$ cat src/rtl/gearbox_src_arbiter_pkg.sv
// rtl/gearbox_src_arbiter_pkg.sv - shared types and defaults for the gearbox source arbiter
package gbx_pkg;

    localparam int GBX_LEN_W_DEF    = 8;
    localparam int GBX_WDOG_CYC_DEF = 255;

    typedef enum logic [1:0] {
        IDLE  = 2'd0,
        BUSY  = 2'd1,
        ABORT = 2'd2
    } gbx_state_e;

    typedef logic gbx_ch_t;

endpackage

$ cat src/rtl/gearbox_src_arbiter_if.sv
// rtl/gearbox_src_arbiter_if.sv - two upstream request channels plus downstream beat port
interface gearbox_src_arbiter_if #(
    parameter int LEN_W = gbx_pkg::GBX_LEN_W_DEF
);
    logic [127:0]     req0_data;
    logic             req0_valid;
    logic             req0_ready;
    logic [LEN_W-1:0] req0_len;
    logic [127:0]     req1_data;
    logic             req1_valid;
    logic             req1_ready;
    logic [LEN_W-1:0] req1_len;
    logic [127:0]     out_data;
    logic             out_valid;
    logic             out_ready;
    logic             out_last;
    logic             out_src;
    logic             busy;
    logic             err_timeout;

    modport master (
        output req0_data, req0_valid, req0_len,
        output req1_data, req1_valid, req1_len,
        output out_ready,
        input  req0_ready, req1_ready,
        input  out_data, out_valid, out_last, out_src, busy, err_timeout
    );

    modport slave (
        input  req0_data, req0_valid, req0_len,
        input  req1_data, req1_valid, req1_len,
        input  out_ready,
        output req0_ready, req1_ready,
        output out_data, out_valid, out_last, out_src, busy, err_timeout
    );
endinterface

$ cat src/rtl/gearbox_src_arbiter_wdog.sv
// rtl/gearbox_src_arbiter_wdog.sv - mid-packet stall counter, used when GBX_ARB_WDOG_EN is defined
module gbx_arb_wdog #(
    parameter int WDOG_CYC = gbx_pkg::GBX_WDOG_CYC_DEF
) (
    input  logic clk,
    input  logic rst,
    input  logic busy_i,
    input  logic accept_i,
    output logic timeout_o
);
    localparam int CNT_W = $clog2(WDOG_CYC + 1);

    logic [CNT_W-1:0] stall_cnt_q;
    logic             stall;

    assign stall = busy_i && !accept_i;
    // Fires on the stall cycle that brings the count up to WDOG_CYC.
    assign timeout_o = stall && (stall_cnt_q == CNT_W'(WDOG_CYC - 1));

    always_ff @(posedge clk) begin
        if (rst || !busy_i || accept_i) begin
            stall_cnt_q <= '0;
        end else if (stall_cnt_q != CNT_W'(WDOG_CYC)) begin
            stall_cnt_q <= stall_cnt_q + CNT_W'(1);
        end
    end
endmodule

$ cat src/rtl/gearbox_src_arbiter.sv
// rtl/gearbox_src_arbiter.sv - packet-granular 2:1 source arbiter ahead of a 128-to-32 gearbox; watchdog abort under GBX_ARB_WDOG_EN
module gearbox_src_arbiter
    import gbx_pkg::*;
#(
    parameter int LEN_W    = GBX_LEN_W_DEF,
    parameter int WDOG_CYC = GBX_WDOG_CYC_DEF
) (
    input  logic                 clk,
    input  logic                 rst,
    gearbox_src_arbiter_if.slave bus
);
    gbx_state_e       state_q;
    gbx_ch_t          sel_q;
    gbx_ch_t          last_grant_q;
    logic [LEN_W-1:0] remaining_q;

    logic             in_busy;
    logic             sel_valid;
    logic             accept;
    logic             timeout;
    gbx_ch_t          winner;
    logic [LEN_W-1:0] win_len;
    logic [LEN_W-1:0] grant_len;

    assign in_busy   = (state_q == BUSY);
    assign sel_valid = sel_q ? bus.req1_valid : bus.req0_valid;

    assign bus.out_valid  = in_busy && sel_valid;
    assign bus.out_data   = in_busy ? (sel_q ? bus.req1_data : bus.req0_data) : '0;
    assign bus.req0_ready = in_busy && !sel_q && bus.out_ready;
    assign bus.req1_ready = in_busy &&  sel_q && bus.out_ready;
    assign bus.out_last   = in_busy && (remaining_q == LEN_W'(1));
    assign bus.busy       = (state_q != IDLE);
    assign bus.out_src    = sel_q;

    assign accept = bus.out_valid && bus.out_ready;

    // On contention the channel that did not win last time gets the packet.
    assign winner    = (bus.req0_valid && bus.req1_valid) ? ~last_grant_q : bus.req1_valid;
    assign win_len   = winner ? bus.req1_len : bus.req0_len;
    assign grant_len = (win_len == '0) ? LEN_W'(1) : win_len;

`ifdef GBX_ARB_WDOG_EN
    gbx_arb_wdog #(
        .WDOG_CYC(WDOG_CYC)
    ) u_wdog (
        .clk      (clk),
        .rst      (rst),
        .busy_i   (in_busy),
        .accept_i (accept),
        .timeout_o(timeout)
    );
    assign bus.err_timeout = (state_q == ABORT);
`else
    logic unused_wdog_cfg;
    assign unused_wdog_cfg = (WDOG_CYC == 0);
    assign timeout         = 1'b0;
    assign bus.err_timeout = 1'b0;
`endif

    always_ff @(posedge clk) begin
        if (rst) begin
            state_q      <= IDLE;
            sel_q        <= 1'b0;
            last_grant_q <= 1'b1;
            remaining_q  <= '0;
        end else begin
            case (state_q)
                IDLE: begin
                    if (bus.req0_valid || bus.req1_valid) begin
                        sel_q       <= winner;
                        remaining_q <= grant_len;
                        state_q     <= BUSY;
                    end
                end
                BUSY: begin
                    if (accept) begin
                        remaining_q <= remaining_q - LEN_W'(1);
                        if (remaining_q == LEN_W'(1)) begin
                            state_q      <= IDLE;
                            last_grant_q <= sel_q;
                        end
                    end else if (timeout) begin
                        state_q      <= ABORT;
                        last_grant_q <= sel_q;
                    end
                end
                default: state_q <= IDLE;
            endcase
        end
    end
endmodule

$ cat src/flat_wrapper.sv
// flat-port wrapper written by rule: the top's interface ports become plain ports
module gearbox_src_arbiter_flat import gbx_pkg::*;
#(
    parameter int LEN_W    = GBX_LEN_W_DEF,
    parameter int WDOG_CYC = GBX_WDOG_CYC_DEF
)
  (clk, rst, bus_req0_data, bus_req0_valid, bus_req0_len, bus_req1_data, bus_req1_valid, bus_req1_len, bus_out_ready, bus_req0_ready, bus_req1_ready, bus_out_data, bus_out_valid, bus_out_last, bus_out_src, bus_busy, bus_err_timeout);
  gearbox_src_arbiter_if #(.LEN_W(LEN_W)) bus_i ();
  input  logic clk;
  input  logic rst;
  input wire logic [$bits(bus_i.req0_data)-1:0] bus_req0_data;
  input wire logic [$bits(bus_i.req0_valid)-1:0] bus_req0_valid;
  input wire logic [$bits(bus_i.req0_len)-1:0] bus_req0_len;
  input wire logic [$bits(bus_i.req1_data)-1:0] bus_req1_data;
  input wire logic [$bits(bus_i.req1_valid)-1:0] bus_req1_valid;
  input wire logic [$bits(bus_i.req1_len)-1:0] bus_req1_len;
  input wire logic [$bits(bus_i.out_ready)-1:0] bus_out_ready;
  output wire logic [$bits(bus_i.req0_ready)-1:0] bus_req0_ready;
  output wire logic [$bits(bus_i.req1_ready)-1:0] bus_req1_ready;
  output wire logic [$bits(bus_i.out_data)-1:0] bus_out_data;
  output wire logic [$bits(bus_i.out_valid)-1:0] bus_out_valid;
  output wire logic [$bits(bus_i.out_last)-1:0] bus_out_last;
  output wire logic [$bits(bus_i.out_src)-1:0] bus_out_src;
  output wire logic [$bits(bus_i.busy)-1:0] bus_busy;
  output wire logic [$bits(bus_i.err_timeout)-1:0] bus_err_timeout;
  assign bus_i.req0_data = bus_req0_data;
  assign bus_i.req0_valid = bus_req0_valid;
  assign bus_i.req0_len = bus_req0_len;
  assign bus_i.req1_data = bus_req1_data;
  assign bus_i.req1_valid = bus_req1_valid;
  assign bus_i.req1_len = bus_req1_len;
  assign bus_i.out_ready = bus_out_ready;
  assign bus_req0_ready = bus_i.req0_ready;
  assign bus_req1_ready = bus_i.req1_ready;
  assign bus_out_data = bus_i.out_data;
  assign bus_out_valid = bus_i.out_valid;
  assign bus_out_last = bus_i.out_last;
  assign bus_out_src = bus_i.out_src;
  assign bus_busy = bus_i.busy;
  assign bus_err_timeout = bus_i.err_timeout;
  gearbox_src_arbiter #(.LEN_W(LEN_W), .WDOG_CYC(WDOG_CYC)) u_core (.clk(clk), .rst(rst), .bus(bus_i));
endmodule
$ cat config.mk
export PLATFORM = sky130hd
export DESIGN_NAME = gearbox_src_arbiter_flat
export DESIGN_NICKNAME = d
export VERILOG_FILES = /design/src/rtl/gearbox_src_arbiter_pkg.sv /design/src/rtl/gearbox_src_arbiter_if.sv /design/src/rtl/gearbox_src_arbiter_wdog.sv /design/src/rtl/gearbox_src_arbiter.sv /design/src/flat_wrapper.sv
export SDC_FILE = /design/constraint.sdc
export NUM_CORES = 1
export LEC_CHECK = 0
export BUFFER_PORTS_ARGS = -buffer_cell sky130_fd_sc_hd__buf_2
export CORE_AREA = 2 2 161 163
export CTS_CLUSTER_DIAMETER = 80
export DETAILED_ROUTE_END_ITERATION = 8
export DIE_AREA = 0 0 163 165
export PLACE_DENSITY = 0.4
export SLEW_MARGIN = 20
export SYNTH_ARGS = -nofsm -noshare
export SYNTH_HDL_FRONTEND = slang
export SYNTH_HIERARCHICAL = 1
export SYNTH_SLANG_ARGS = --single-unit
$ cat constraint.sdc
create_clock -name clk -period 2.2 [get_ports clk]
set_clock_uncertainty 0.05 [all_clocks]
set_input_delay 0.33 -clock clk [delete_from_list [all_inputs] [get_ports clk]]
set_output_delay 0.33 -clock clk [all_outputs]
set_load 0.05 [all_outputs]
==> results.py <==
metrics = {
    "setup_path": {
        "worstSetupEndpointType": "output port",
        "worst_ep_required_time_ns": 1.82,
        "critPathTopFamily": "simple AND/OR/NAND/NOR gates",
        "crit_path_cell_trace": "ha_1 > or4b_1 > nor3_2 > buf_2",
        "worst-path-buf-inv": 1,
        "cpMaxStageDelayCell": "or4b_1",
        "worstSetupStartpointType": "flip-flop",
        "cp_max_fo": 5,
        "cp_data_arrival_time_ns": 1.71,
        "max_stage_delay_ns": 0.49,
        "path_class": "reg2out",
    },
    "clock_network": {
        "cts.sinks": 11,
        "clkTransAtPathRegs_ns": 0.05,
        "cts_tree": "yes",
        "cts_buffers": 3,
        "clk_latency_ns": 0.24,
        "postCtsSetupBuffers": 0,
        "htreeDepth": 1,
        "ctsRootBufferMaster": "clkbuf_16",
        "cts_resized": 0,
        "postCtsHoldBufs": 0,
        "clockBufferDepth": 2,
    },
    "power_and_ir_drop": {
        "combPwrFrac": 0.756,
        "power.share.switching": 0.5527,
        "clkPwrFrac": 0.142,
        "p_int_mw": 1.082,
        "power.density_nw_per_um2": 399.2,
        "power.total_mw": 2.420,
        "power_frac_seq": 0.102,
        "worst_ir_drop_vdd_v": 0.0001673,
        "p_sw_mw": 1.337,
        "leakage_nw": 2.834,
    },
    "sta": {
        "drv_slew": 0,
        "setup_viol": 0,
        "fin_ws_ns": 0.1144,
        "period_minus_slack_ns": 2.086,
        "worst_pin_slew_ns": 0.5123,
        "rsz0062_at_grt": "no",
        "maxSlewHeadroom": 0.6554,
        "timing.fmax_ghz": 0.4795,
        "hold_viol": 0,
        "fin_setup_tns_ns": 0,
        "finalCritPeriodShare": 0.9480,
    },
    "yosys": {
        "ys_seq_area_frac": 0.08099,
        "async_flop_share": 0,
        "synth_top_area_frac": 0.4749,
        "synth-edff-count": 0,
        "synthTopCellsByArea": "mux2i_1 (47%), nor2_1 (19%), dfxtp_1 (8.1%)",
        "postSynthAreaPerCell_sq_um": 6.936,
        "synthCells": 392,
        "mappedNetlistNets": 671,
        "synth_cell_types": 43,
        "synth-warning-count": 6,
        "syn_area_sq_um": 2719,
        "synth_ff_type": "dfxtp_1",
        "synth_largest_area_cell": "mux2i_1",
        "synth.most_common_cell": "nor2_1",
        "synth_commonest_cells": "nor2_1 (135), mux2i_1 (129), clkbuf_1 (16)",
        "yosys_register_bits": 11,
    },
    "route": {
        "drt_wl_total_microns": 17730,
        "via_count": 4347,
        "drc_errors": 0,
        "ant_nets": 0,
        "first_pass_iters": 4,
        "wl_per_cell_microns": 15.75,
        "routed_via_density": 3.861,
        "drt-initial-drc-count": 206,
    },
    "grt": {
        "grt_overflow_total": 0,
        "antenna_found_initial": 5,
        "grt_pass1_wl_microns": 24200,
        "grtUsageTotal": 0.1171,
        "grt_max_degree": 43,
        "grt_pass1_vias": 4273,
    },
    "floorplan": {
        "start_util": 0.1086,
        "ioPinCount": 412,
        "rows": 58,
        "core_sq_um": 25040,
        "die_w_microns": 163,
        "dieArea_sq_um": 26900,
        "die_h_microns": 165,
    },
    "placement": {
        "placed_area_sq_um": 5983,
        "gp_congestion": 0.7367,
        "dp_hpwl_microns": 15760,
        "numPortBuffers": 410,
        "place_ws_ns": 0.3750,
    },
    "min_path": {
        "hp-class": "in2reg",
    },
    "run": {
        "cap_violations": 0,
    },
    "status": {
        "status": "complete, no violations",
    },
    "cells_and_area": {
        "design_area_sq_um": 6062,
        "synthToLayoutAreaGrowth_pct": 123.0,
        "post-route-util": 0.2421,
        "n_antenna_cell": 0,
        "final_nets": 1076,
        "drive_gt1_frac": 0.7123,
    },
}
==> worst reg2reg max path: cells and delay by family (launching register included) <==
family	cells	cell delay, ns
flip-flops	1	0.40
multiplexers	1	0.40
AO/OA/AOI/OAI	2	0.28
AND/OR/NAND/NOR	1	0.36
buffers and inverters	1	0.18
==> cell families (layout without fill, tap and decap cells) <==
| family | count (synthesis) | count (layout) | synth area share |
|---|---|---|---|
| compound gates | 39 | 39 | 0.1049 |
| fa+ha+maj | 2 | 2 | 0.009202 |
| buf+inv | 42 | 446 | 0.06719 |
| flops | 11 | 11 | 0.08099 |
| mux | 131 | 131 | 0.4841 |
| other cells | 1 | 1 | 0.001379 |
| simple gates | 166 | 166 | 0.2522 |
==> per-stage QoR <==
step           instances  hold WS (ns)
2_1_floorplan        392        0.3560
3_3_place_gp        1122        0.4341
3_5_place_dp        1122        0.4341
4_1_cts             1126        0.3838
5_1_grt             1126        0.3914
6_report            1126        0.3842
==> cells in the final DEF, fill, tap and decap left out, types with 2 or more instances in the layout <==
cell type | Yosys | final
clkbuf_16 | 0 | 3
or4_1 | 4 | 4
ha_1 | 2 | 2
nor3_1 | 6 | 5
o211ai_1 | 2 | 2
a2111oi_2 | 2 | 2
mux2i_1 | 129 | 129
or3_1 | 2 | 2
inv_1 | 8 | 8
nor4_1 | 5 | 5
o22ai_1 | 2 | 2
a21oi_1 | 12 | 12
nor2_1 | 135 | 14
nor2_4 | 0 | 66
nand2_1 | 9 | 9
nor2_2 | 0 | 55
dfxtp_1 | 11 | 9
buf_2 | 14 | 410
o32a_1 | 3 | 3
buf_4 | 2 | 13
o21ai_1 | 2 | 2
o21ai_0 | 3 | 3
buf_12 | 0 | 10
==> power groups by stage <==
| stage | sequential (mW) | clock (mW) | combinational (mW) |
|---|---|---|---|
| after floorplan | 0.249 | 0 | 1.26 |
| after global placement | 0.251 | 0 | 1.84 |
| after detailed placement | 0.250 | 0 | 1.84 |
| after CTS | 0.246 | 0.351 | 1.85 |
| after global routing | 0.250 | 0.358 | 1.94 |
| final | 0.247 | 0.343 | 1.83 |
==> path summary, 6_finish.rpt <==
check / from / endpoint / slack [ns] / cells after the start
worst min register to register: u_core/remaining_q[7]$_SDFFE_PP0P_ / u_core/remaining_q[7]$_SDFFE_PP0P_ / 0.45 / 1
worst max register to register: u_core/bus.out_src$_SDFFE_PP0P_ / u_core/remaining_q[0]$_SDFFE_PP0P_ / 0.46 / 5
worst max-delay path: u_core/remaining_q[0]$_SDFFE_PP0P_ / bus_out_last / 0.11 / 4
worst min-delay path: bus_req0_len[0] / u_core/remaining_q[0]$_SDFFE_PP0P_ / 0.38 / 3
==> final cells by class <==
type | count | area [sq um]
inverters | 9 | 41.29
well taps | 330 | 412.9
repair buffers | 433 | 2350
multi-input cells | 339 | 2954
clock buffers | 4 | 78.83
fillers | 2820 | 18970
flip-flops and latches | 11 | 225.2
==> sequential cells by signal, summed over array words and instances (netlist names) <==
register and count:
u_core/remaining_q 8, u_core/bus.out_src 1, u_core/state_q 1, u_core/last_grant_q 1
==> metal layers <==
metal	wire length [microns]	share of wire	global-route usage	vias to the layer above
met5	13	0.00073	0	-
met4	150	0.0085	0.01448	2
met3	1530	0.086	0.02009	17
met2	9135	0.52	0.2263	263
met1	6899	0.39	0.1376	1872
li1	-	-	-	2193
(Power assumes the default switching activity.)
